<file path="config.mk">
export PLATFORM = sky130hd
export DESIGN_NAME = stepper_pulse_gen
export DESIGN_NICKNAME = d
export VERILOG_FILES = /design/src/rtl/stepper_pulse_gen.sv
export SDC_FILE = /design/constraint.sdc
export NUM_CORES = 1
export LEC_CHECK = 0
export ABC_AREA = 1
export ABC_CLOCK_PERIOD_IN_PS = 4200
export CAP_MARGIN = 20
export CORE_MARGIN = 8
export CORE_UTILIZATION = 40
export DETAILED_ROUTE_END_ITERATION = 10
export MAX_ROUTING_LAYER = met4
export PLACE_DENSITY = 0.62
export SYNTH_ARGS = -nofsm -noshare
export SYNTH_HDL_FRONTEND = slang
export SYNTH_SLANG_ARGS = --single-unit
</file>
<file path="constraint.sdc">
create_clock -name clock -period 4.2 [get_ports clock]
set_clock_uncertainty 0.2 [all_clocks]
set_input_delay 0.84 -clock clock [delete_from_list [all_inputs] [get_ports clock]]
set_output_delay 0.84 -clock clock [all_outputs]
set_load 0.01 [all_outputs]
</file>
<file path="src/rtl/stepper_pulse_gen.sv">
// Step/direction pulse generator for one plotter axis: fixed-width STEP pulses,
// guaranteed DIR setup before each rising STEP edge, and a signed position counter.
module stepper_pulse_gen #(
    parameter int unsigned PULSE_W   = 200,
    parameter int unsigned DIR_SETUP = 100
) (
    input  logic        clock,
    input  logic        reset,
    input  logic        en,
    input  logic [31:0] speed,
    input  logic        direction,
    input  logic        clr_pos,
    output logic        step_out,
    output logic        dir_out,
    output logic        busy,
    output logic [31:0] pos
);

    typedef enum logic [1:0] {
        S_IDLE,
        S_SETUP,
        S_HIGH,
        S_LOW
    } state_t;

    localparam logic [31:0] PW_C   = 32'(PULSE_W);
    localparam logic [31:0] MIN_P  = 32'(2 * PULSE_W);
    localparam logic [31:0] PW_M1  = 32'(PULSE_W - 1);
    localparam logic [31:0] DS_M1  = 32'(DIR_SETUP - 1);

    state_t      r_state, w_state_nxt;
    logic [31:0] r_cnt, w_cnt_nxt;
    logic [31:0] r_period, w_period_nxt;
    logic [31:0] r_pos, w_pos_nxt;
    logic        r_step, w_step_nxt;
    logic        r_dir, w_dir_nxt;
    logic        w_go;
    logic        w_enter_high;
    logic [31:0] w_p;

    assign w_go = en && (speed != '0);
    assign w_p  = (speed > MIN_P) ? speed : MIN_P;

    always_comb begin
        w_state_nxt  = r_state;
        w_cnt_nxt    = r_cnt;
        w_period_nxt = r_period;
        w_pos_nxt    = r_pos;
        w_step_nxt   = r_step;
        w_dir_nxt    = r_dir;
        w_enter_high = 1'b0;

        case (r_state)
            S_IDLE: begin
                if (w_go) begin
                    if (direction == r_dir) begin
                        w_enter_high = 1'b1;
                    end else begin
                        w_state_nxt = S_SETUP;
                        w_dir_nxt   = direction;
                        w_cnt_nxt   = DS_M1;
                    end
                end
            end
            S_SETUP: begin
                if (!en) begin
                    w_state_nxt = S_IDLE;
                end else if (r_cnt == '0) begin
                    w_enter_high = 1'b1;
                end else begin
                    w_cnt_nxt = r_cnt - 32'd1;
                end
            end
            S_HIGH: begin
                if (r_cnt == '0) begin
                    w_step_nxt = 1'b0;
                    if (en) begin
                        w_state_nxt = S_LOW;
                        w_cnt_nxt   = r_period - PW_C - 32'd1;
                    end else begin
                        w_state_nxt = S_IDLE;
                    end
                end else begin
                    w_cnt_nxt = r_cnt - 32'd1;
                end
            end
            S_LOW: begin
                if (!w_go) begin
                    w_state_nxt = S_IDLE;
                end else if (r_cnt == '0) begin
                    if (direction == r_dir) begin
                        w_enter_high = 1'b1;
                    end else begin
                        w_state_nxt = S_SETUP;
                        w_dir_nxt   = direction;
                        w_cnt_nxt   = DS_M1;
                    end
                end else begin
                    w_cnt_nxt = r_cnt - 32'd1;
                end
            end
            default: w_state_nxt = S_IDLE;
        endcase

        // Common HIGH-entry actions; r_dir is already the settled direction here.
        if (w_enter_high) begin
            w_state_nxt  = S_HIGH;
            w_step_nxt   = 1'b1;
            w_cnt_nxt    = PW_M1;
            w_period_nxt = w_p;
            w_pos_nxt    = r_dir ? (r_pos + 32'd1) : (r_pos - 32'd1);
        end

        if (clr_pos) begin
            w_pos_nxt = '0;
        end
    end

    always_ff @(posedge clock or posedge reset) begin
        if (reset) begin
            r_state  <= S_IDLE;
            r_cnt    <= '0;
            r_period <= '0;
            r_pos    <= '0;
            r_step   <= 1'b0;
            r_dir    <= 1'b0;
        end else begin
            r_state  <= w_state_nxt;
            r_cnt    <= w_cnt_nxt;
            r_period <= w_period_nxt;
            r_pos    <= w_pos_nxt;
            r_step   <= w_step_nxt;
            r_dir    <= w_dir_nxt;
        end
    end

    assign step_out = r_step;
    assign dir_out  = r_dir;
    assign busy     = (r_state != S_IDLE);
    assign pos      = r_pos;

endmodule

</file>
==> flow_summary.ini, run 1 <==
[outcome]
status = finished, final reports clean

[final_layout]
fillers = 2390
multi_input_area_um2 = 5740
regArea_um2 = 2500
fin_nets = 1620
drive_gt1_frac = 0.0381
syn_to_final_growth_pct = 14.6
diodes = 0

[critical_path]
cp-end-kind = register
cp_slowest_stage_delay_ns = 0.39
path_class = register to register
required_ns = 4.22
critPathBufInv = 3
cp_max_fo = 30
crit_slowest_cell = dfrtp_1
path_common_cell = nand2_1
startpoint_type = register
critPathTopFamily = simple AND/OR/NAND/NOR gates
arrival_ns = 3.30
crit_chain = inv_1 -> ha_1 -> nand2_1 -> nor2_4 -> nand2_2 -> inv_2 -> nand2_1 -> nand2_2 -> nand3_2 -> nand2_1 -> nand2_2 -> nand2_1 -> inv_2 -> nand2_1 -> o21ai_0

[routing]
drc = 0
wl_per_cell_um = 15.7
drt_iter0_markers = 697
routed_wl_um = 28900
ant_nets = 0
viasPerCell = 5.25
drt_pass1_iterations = 5
vias = 9634

[global_route]
grt_pass1_vias = 9367
antenna_found_initial = 0
grt_max_degree = 64
grt.total_usage = 0.218
overflow = 0
grt_first_pass_wirelength_um = 47900

[timing]
rsz0062_at_grt = no
maxSlewViolCount = 0
fin_ws_ns = 0.923
setup_viol = 0
fin_crit_ns = 3.28
hold_violations = 0
max_freq_mhz = 305
maxSlewHeadroom = 0.447
min_period_over_period = 0.780
holdWs_ns = 0.301
worst_slew_pin_slew_ns = 0.830
setup_tns_ns = 0

[worst_hold_path]
min_path_type = register to register

[pwr]
leakage_nw = 5.07
power_density_nw_per_um2 = 660
ir_drop_uv = 342

[cts]
clk_root_buffer_cell = clkbuf_16
cts_inserted_buffers = 9
clk_latency_ns = 0.36
cts_tree = built
cts-resized-gates = 0
post_cts_buffers = 0
htreeDepth = 3
ctsHoldBuffers = 0
clock_path_buffers = 2
path_clk_slew_ns = 0.07
cts.sinks = 100

[die]
coreArea_um2 = 22400
dieArea_um2 = 27500
die_w_um = 166
start_util = 0.402
ios = 72
die_h_um = 166
rows = 55

[placed_design]
io_buffers = 71
dp_slack_ns = 0.637
hpwl_um = 22400
gp_congestion = 0.961

[yosys]
synthMuxAreaShare = 0
synth_xor_area_frac = 0.0409
syn_avg_cell_area_um2 = 6.03
synth-main-ff-cell = dfrtp_1
synthSimpleGateAreaFrac = 0.426
synthesis.nets = 1567
yosys.area.top_type = dfrtp_1
synth_cell_types = 37
synth_seq_area_share = 0.278
syn-cell-area_um2 = 9000
synth_edf_count = 0
ys_seq_elements = 100
synth_cells = 1493
ys_warn_count = 0
synth_top_family_by_area = simple AND/OR/NAND/NOR gates
async_reset_ff_frac = 1.00
synth_top_area_frac = 0.278
synth_compound_area_frac = 0.120
yosys-top-cells-area = dfrtp_1 (28%), nand2_1 (22%), nand3_1 (8.6%), nor2_1 (7.8%), inv_1 (5.7%)
synthAdderAreaFrac = 0.0523

[job]
maxCapViolations = 0
## sequential cells by signal, summed over array words and instances (netlist names)
name      flops
dir_out       1
pos          32
r_cnt        32
r_period     32
r_state       2
step_out      1
## final timing paths
path,start,to,slack (ns),cells after the start
worst min register to register,step_out$_DFFE_PP0P_,step_out$_DFFE_PP0P_,0.30,2
worst min-delay path,step_out$_DFFE_PP0P_,step_out$_DFFE_PP0P_,0.30,2
worst max register to register,r_cnt[0]$_DFFE_PP0P_,pos[16]$_DFFE_PP0P_,0.92,15
worst max-delay path,r_cnt[0]$_DFFE_PP0P_,pos[16]$_DFFE_PP0P_,0.92,15
max in group asynchronous,reset,r_cnt[25]$_DFFE_PP0P_,2.22,3
min in group asynchronous,reset,pos[3]$_DFFE_PP0P_,0.80,2
## metal layers
metal  track usage  share of wire  up-vias
met1         0.255           0.43     4400
met3        0.0297          0.046       66
li1              -              -     4915
met4         0.101          0.044        0
met5             -              0        -
met2         0.366           0.48      253
## cells by family after synthesis
logic type / after synthesis
simple gates: 925
fa+ha+maj: 37
compound gates: 202
xor+xnor: 42
buf+inv: 187
flops: 100
## synth_stat cells, types with 5 or more instances
cell type	n
nand2_1	525
nor2_1	188
nand3_1	155
inv_1	136
dfrtp_1	100
o21ai_0	75
a21oi_1	57
o21ai_1	49
ha_1	36
nand4_1	25
xor2_1	23
xnor2_1	19
buf_2	18
clkbuf_1	17
nor3_1	10
inv_2	6
buf_4	5
nand2_2	5
nor2_2	5
## metrics by stage
| step | utilization | cell area, um2 | total power, W | cells |
|---|---|---|---|---|
| final | 0.461 | 10300 | 0.00680 | 1835 |
| after global routing | 0.461 | 10300 | 0.00751 | 1835 |
| after CTS | 0.461 | 10300 | 0.00683 | 1835 |
| after detailed placement | 0.447 | 9990 | 0.00588 | 1820 |
| after global placement | 0.447 | 9990 | 0.00584 | 1820 |
| after floorplan | - | 9000 | 0.00467 | 1493 |
## worst register-to-register path, stage by stage (launching register included)
cell and delay, ns:
dfrtp_1 0.39, inv_1 0.14, ha_1 0.27, nand2_1 0.14, nor2_4 0.18, nand2_2 0.10
inv_2 0.05, nand2_1 0.33, nand2_2 0.22, nand3_2 0.12, nand2_1 0.11, nand2_2 0.22
nand2_1 0.21, inv_2 0.24, nand2_1 0.13, o21ai_0 0.08
## report_power, final
| group | internal (W) | switching, W |
|---|---|---|
| Clock | 0.000537 | 0.000394 |
| Sequential | 0.00131 | 0.000404 |
| Combinational | 0.00141 | 0.00274 |
## cell type report
cell class,count,area share
timing repair buffer,87,0.0830
multi-input combinational,1206,0.557
inverter,142,0.0519
clock buffer,11,0.0235
tap,285,0.0346
clock inverter,4,0.00716
sequential,100,0.243
## cells in the final DEF (no fill, tap or decap), types with 2 or more instances in the layout
cell and instances:
a21boi_0 3, a21o_1 4, a21oi_1 57, buf_12 2, buf_4 14, bufinv_16 2, clkbuf_16 9, clkdlybuf4s50_1 71
dfrtp_1 100, ha_1 36, inv_1 135, inv_2 6, nand2_1 525, nand2_2 5, nand3_1 155, nand3_2 2
nand4_1 25, nor2_1 188, nor2_2 5, nor2_4 4, nor3_1 10, o21a_1 4, o21ai_0 75, o21ai_1 49
o21bai_1 4, o22ai_1 2, or2_2 3, xnor2_1 19, xor2_1 23
(Power assumes the default switching activity.)
==> run 2, diff against run 1 <==
--- a/config.mk
+++ b/config.mk
@@ -6,13 +6,13 @@
 export NUM_CORES = 1
 export LEC_CHECK = 0
 export ABC_AREA = 1
-export ABC_CLOCK_PERIOD_IN_PS = 4200
+export ABC_CLOCK_PERIOD_IN_PS = 3000
 export CAP_MARGIN = 20
 export CORE_MARGIN = 8
 export CORE_UTILIZATION = 40
 export DETAILED_ROUTE_END_ITERATION = 10
 export MAX_ROUTING_LAYER = met4
-export PLACE_DENSITY = 0.62
+export PLACE_DENSITY = 0.65
 export SYNTH_ARGS = -nofsm -noshare
 export SYNTH_HDL_FRONTEND = slang
 export SYNTH_SLANG_ARGS = --single-unit
==> constraint.sdc (replaced) <==
create_clock -name clock -period 3 [get_ports clock]
set_clock_uncertainty 0.2 [all_clocks]
set_input_delay 0.6 -clock clock [delete_from_list [all_inputs] [get_ports clock]]
set_output_delay 0.6 -clock clock [all_outputs]
set_load 0.01 [all_outputs]
==> run 2 against run 1 <==
Fmax rose by 18%. Sequential cell count did not move. Combinational power rose by 48%. Clock-buffer cell count did not move. Sequential power rose by 39%. Non-clock buffer count rose by 27. Hold slack got worse by 0.013 ns. Critical path type unchanged. Critical endpoint is now r_period[8]$_DFFE_PP0P_.
==> flow_summary.ini, run 2 (same netlist as run 1, synthesis figures left out) <==
[final_layout]
mostFrequentLayoutCell = nand2_1
diodes = 0
syn_to_final_growth_pct = 18.3
fin_cells = 1863
regArea_um2 = 2500
final_cell_mix = nand2_1 (525), nor2_1 (187), nand3_1 (155)
multi_input_area_um2 = 5750
fillers = 2372
drive_gt1_frac = 0.0558
fin_nets = 1647
stdcell_area_um2 = 10600

[critical_path]
cp-end-kind = register
path_class = register to register
rr_endpoint = r_period[8]$_DFFE_PP0P_
r2r_cells = 14
critPathBufInv = 4
reg2reg_slack_ns = 0.23
cp_max_fo = 31
crit_chain = inv_1 -> ha_1 -> nand2_1 -> nor2_4 -> nand2_2 -> inv_2 -> nand2_1 -> nand2_2 -> nand3_2 -> a21oi_4 -> buf_12 -> buf_12 -> o21ai_0 -> o21ai_1
crit_slowest_cell = dfrtp_1
r2r_start = r_cnt[0]$_DFFE_PP0P_
critPathTopFamily = simple AND/OR/NAND/NOR gates
required_ns = 3.09
cp_slowest_stage_delay_ns = 0.40
startpoint_type = register
arrival_ns = 2.85

[placed_design]
io_buffers = 71
hpwl_um = 23000
place_inst = 1845
gp_congestion = 0.995
dpl-instance-area_um2 = 10300

[cts]
cts_tree = built
htreeDepth = 3
clk_root_buffer_cell = clkbuf_16
clock_path_buffers = 2
cts_inserted_buffers = 9
cts.sinks = 100
path_clk_slew_ns = 0.07
clk_latency_ns = 0.36
ctsHoldBuffers = 0

[die]
rows = 55
die_h_um = 166
die_w_um = 166
ios = 72
start_util = 0.402
coreArea_um2 = 22400
dieArea_um2 = 27500

[timing]
maxSlewViolCount = 0
max_freq_mhz = 361
holdWs_ns = 0.288
worst_slew_pin_slew_ns = 0.565
min_period_over_period = 0.923
fin_crit_ns = 2.77
setup_viol = 0
maxSlewHeadroom = 0.623
hold_violations = 0
setup_tns_ns = 0

[worst_hold_path]
min_path_type = primary input to async pin

[routing]
drt_iter0_markers = 640
wl_per_cell_um = 15.8
routed_wl_um = 29400
drt_pass1_iterations = 5
drc = 0
viasPerCell = 5.23
ant_nets = 0
vias = 9735

[global_route]
overflow = 0
grt.total_usage = 0.220
grt_first_pass_wirelength_um = 48400
grt_pass1_vias = 9537
grt_max_degree = 63
antenna_found_initial = 0

[job]
maxCapViolations = 0

[pwr]
leakage_nw = 5.24
power_density_nw_per_um2 = 925
ir_drop_uv = 620
power_w = 0.00984

[outcome]
status = finished, final reports clean
[run 2: layout make-up]
| type | count | share of cell area |
|---|---|---|
| clock buffers | 11 | 0.0228 |
| inverters | 142 | 0.0504 |
| flip-flops and latches | 100 | 0.235 |
| multi-input cells | 1206 | 0.540 |
| clock inverters | 5 | 0.00776 |
| repair buffers | 114 | 0.110 |
| well taps | 285 | 0.0335 |
[run 2: what timing repair did]
item	CTS	global route
setup buffers	0	1
setup endpoints to repair	0	10
gates resized for setup	0	2
[run 2: worst max path at each step]
stage | from | to | slack, ns | depth (start not counted)
finish | r_cnt[0]$_DFFE_PP0P_ | r_period[8]$_DFFE_PP0P_ | 0.23 | 14
global route | r_cnt[0]$_DFFE_PP0P_ | r_period[4]$_DFFE_PP0P_ | -0.002 | 14
CTS | r_cnt[0]$_DFFE_PP0P_ | r_period[8]$_DFFE_PP0P_ | 0.19 | 13
detailed placement | speed[21] | r_period[2]$_DFFE_PP0P_ | -0.05 | 12
global placement | speed[21] | r_period[8]$_DFFE_PP0P_ | -0.01 | 12
floorplan | dir_out$_DFFE_PP0P_ | pos[20]$_DFFE_PP0P_ | 0.13 | 13
[run 2: per-layer routing]
| metal | vias to the layer above | track usage | wire, um |
|---|---|---|---|
| li1 | 4969 | - | - |
| met1 | 4470 | 0.256 | 12700 |
| met2 | 238 | 0.371 | 14200 |
| met3 | 58 | 0.0280 | 1220 |
| met4 | 0 | 0.105 | 1240 |
| met5 | - | - | 0 |
[run 2: report_power, final]
part           total [W]  internal, W  switching, W
clock network    0.00132     0.000759      0.000561
registers        0.00239      0.00184      0.000550
logic            0.00613      0.00220       0.00393
[run 2: metrics by stage]
| stage | utilization | setup WS [ns] |
|---|---|---|
| after floorplan | - | 0.127 |
| after global routing | 0.476 | -0.00234 |
| final | 0.476 | 0.232 |
| after detailed placement | 0.459 | -0.0498 |
| after CTS | 0.474 | 0.192 |
| after global placement | 0.459 | -0.0122 |
==> run 3, diff against run 2 <==
--- a/config.mk
+++ b/config.mk
@@ -5,13 +5,11 @@
 export SDC_FILE = /design/constraint.sdc
 export NUM_CORES = 1
 export LEC_CHECK = 0
-export ABC_AREA = 1
 export ABC_CLOCK_PERIOD_IN_PS = 3000
 export CAP_MARGIN = 20
-export CORE_MARGIN = 8
+export CORE_MARGIN = 2
 export CORE_UTILIZATION = 40
 export DETAILED_ROUTE_END_ITERATION = 10
-export MAX_ROUTING_LAYER = met4
 export PLACE_DENSITY = 0.65
 export SYNTH_ARGS = -nofsm -noshare
 export SYNTH_HDL_FRONTEND = slang
==> run 3 against run 2 <==
The flow now finishes with violations (setup timing). Synthesized area shrank 15%. Non-clock buffer count grew 200. Hold slack gained 0.028 ns. Clock power is essentially flat. Via count shrank 10%. Register-to-register slack lost 0.53 ns. Critical path depth shrank 4. Final area grew 9.3%. Routed wire length shrank 4.7%. Largest power group unchanged. Highest routed layer unchanged.
==> flow_summary.ini, run 3 <==
[die]
rows = 50
ios = 72
die_h_um = 142
start_util = 0.407
dieArea_um2 = 20100
coreArea_um2 = 18700
die_w_um = 142

[final_layout]
stdcell_area_um2 = 11600
multi_input_area_um2 = 5540
final_cell_mix = buf_4 (207), nand2_1 (169), dfrtp_1 (100)
syn_to_final_growth_pct = 53.0
fin_nets = 1318
mostFrequentLayoutCell = buf_4
diodes = 0
regArea_um2 = 2500
fin_cells = 1483
fillers = 1499
drive_gt1_frac = 0.317

[cts]
clock_path_buffers = 2
ctsHoldBuffers = 0
cts_inserted_buffers = 9
cts_tree = built
htreeDepth = 3
cts.sinks = 100
path_clk_slew_ns = 0.08
clk_root_buffer_cell = clkbuf_16
clk_latency_ns = 0.37

[routing]
viasPerCell = 5.88
ant_nets = 0
routed_wl_um = 28000
drt_iter0_markers = 1054
drt_pass1_iterations = 5
wl_per_cell_um = 18.9
drc = 0
vias = 8717

[pwr]
power_density_nw_per_um2 = 1070
power_switching_w = 0.00572
seq_power_share = 0.186
p_int_w = 0.00671
ir_drop_uv = 570
p_comb_frac = 0.710
leakage_nw = 5.05
p_clk_frac = 0.104
switching_share = 0.460

[critical_path]
rr_endpoint = pos[28]$_DFFE_PP0P_
path_class = register to register
startpoint_type = register
reg2reg_slack_ns = -0.29
r2r_start = dir_out$_DFFE_PP0P_
cp-end-kind = register
crit_end = pos[28]$_DFFE_PP0P_
required_ns = 3.05
cp_max_fo = 3
r2r_cells = 10
crit_path_start = dir_out$_DFFE_PP0P_
arrival_ns = 3.34

[placed_design]
place_inst = 1420
gp_congestion = 0.936
io_buffers = 71
dpl-instance-area_um2 = 10100
hpwl_um = 17800

[yosys]
yosys-top-cells-area = dfrtp_1 (33%), nand2_1 (8.6%), ha_1 (5.9%), a21oi_1 (5.3%), xnor2_1 (4.4%)
syn_avg_cell_area_um2 = 7.91
ys_top_cells_by_count = nand2_1 (174), dfrtp_1 (100), a21oi_1 (81)
synth_edf_count = 0
synth_cell_types = 77
synth_cells = 961
synth-main-ff-cell = dfrtp_1
ys_warn_count = 0
synthesis.nets = 1035
synth_seq_area_share = 0.329
ys_seq_elements = 100
synth_top_area_frac = 0.329
yosys.area.top_type = dfrtp_1
syn-cell-area_um2 = 7610
yosysMostFrequentCell = nand2_1
async_reset_ff_frac = 1.00

[timing]
setup_viol = 15
hold_violations = 0
holdWs_ns = 0.316
worst_slew_pin_slew_ns = 0.601
fin_crit_ns = 3.29
fin_ws_ns = -0.293
maxSlewHeadroom = 0.596
max_freq_mhz = 304
rsz0062_at_grt = yes
maxSlewViolCount = 0
min_period_over_period = 1.10

[global_route]
grt_first_pass_wirelength_um = 41400
grt.total_usage = 0.257
antenna_found_initial = 0
grt_max_degree = 101
overflow = 0
grt_pass1_vias = 8009

[job]
maxCapViolations = 0

[worst_hold_path]
whs_path_depth = 3
min_path_type = primary input to register

[outcome]
failed_checks = setup timing
status = finished, violations left
-- run 3: layout make-up --
class,count,area share
Multi-Input combinational cell,790,0.476
Timing Repair Buffer,314,0.246
Inverter,29,0.0100
Tap cell,234,0.0252
Clock buffer,9,0.0194
Sequential cell,100,0.215
Clock inverter,7,0.00785
-- run 3: layer usage --
metal	vias up	GRT usage	routed length, um
met5	-	0	0
met4	0	0.0900	669
met3	68	0.0337	2050
met2	395	0.392	12900
met1	4174	0.374	12400
li1	4080	-	-
-- run 3: power groups by stage --
stage	registers (W)	clock network, W	logic (W)
final	0.00231	0.00129	0.00882
after floorplan	0.00229	0	0.00402
after global routing	0.00237	0.00135	0.00943
after CTS	0.00227	0.00130	0.00757
after global placement	0.00226	0	0.00693
after detailed placement	0.00227	0	0.00701
-- run 3: worst max-delay path, stage by stage, from the launching register on --
cell and delay [ns]:
dfrtp_1 0.42, buf_4 0.16, fa_1 0.43, nand2b_4 0.16, a21oi_2 0.22, a211oi_4 0.12, a2111oi_4 0.46, o21ai_2 0.14
a31oi_1 0.20, mux2_2 0.35, a311o_1 0.31
-- run 3: worst min path at each step --
stage	endpoint	slack [ns]	start
global route	r_period[9]$_DFFE_PP0P_	0.33	speed[9]
detailed placement	r_period[26]$_DFFE_PP0P_	0.31	r_period[26]$_DFFE_PP0P_
finish	r_period[9]$_DFFE_PP0P_	0.32	speed[9]
global placement	r_period[26]$_DFFE_PP0P_	0.30	r_period[26]$_DFFE_PP0P_
CTS	r_period[26]$_DFFE_PP0P_	0.33	r_period[26]$_DFFE_PP0P_
floorplan	r_period[31]$_DFFE_PP0P_	0.26	r_period[31]$_DFFE_PP0P_
-- run 3: metrics by stage --
| stage | utilization | power (W) | worst slack (ns) | TNS (ns) |
|---|---|---|---|---|
| after floorplan | - | 0.00631 | -0.670 | -6.32 |
| after global placement | 0.539 | 0.00919 | -0.798 | -58.02 |
| after detailed placement | 0.539 | 0.00928 | -0.833 | -61.58 |
| after CTS | 0.579 | 0.0112 | -0.156 | -1.11 |
| after global routing | 0.622 | 0.0131 | -0.404 | -3.87 |
| final | 0.622 | 0.0124 | -0.293 | -1.48 |
-- run 3: repair_timing --
item / CTS / global route
pin swaps: 44 / 54
gates cloned: 1 / 6
buffers inserted: 14 / 29
endpoints found under the hold margin: 0 / 0
setup endpoints to repair: 94 / 91
resized for setup: 89 / 115
-- run 3: logic make-up (layout without fill, tap and decap cells) --
family / count (synthesis) / count (layout) / share of synthesized area
xor+xnor: 60 / 60 / 0.0691
flops: 100 / 100 / 0.329
compound gates: 274 / 274 / 0.234
mux: 4 / 4 / 0.00625
simple gates: 415 / 415 / 0.261
fa+ha+maj: 37 / 37 / 0.0619
buf+inv: 71 / 359 / 0.0382
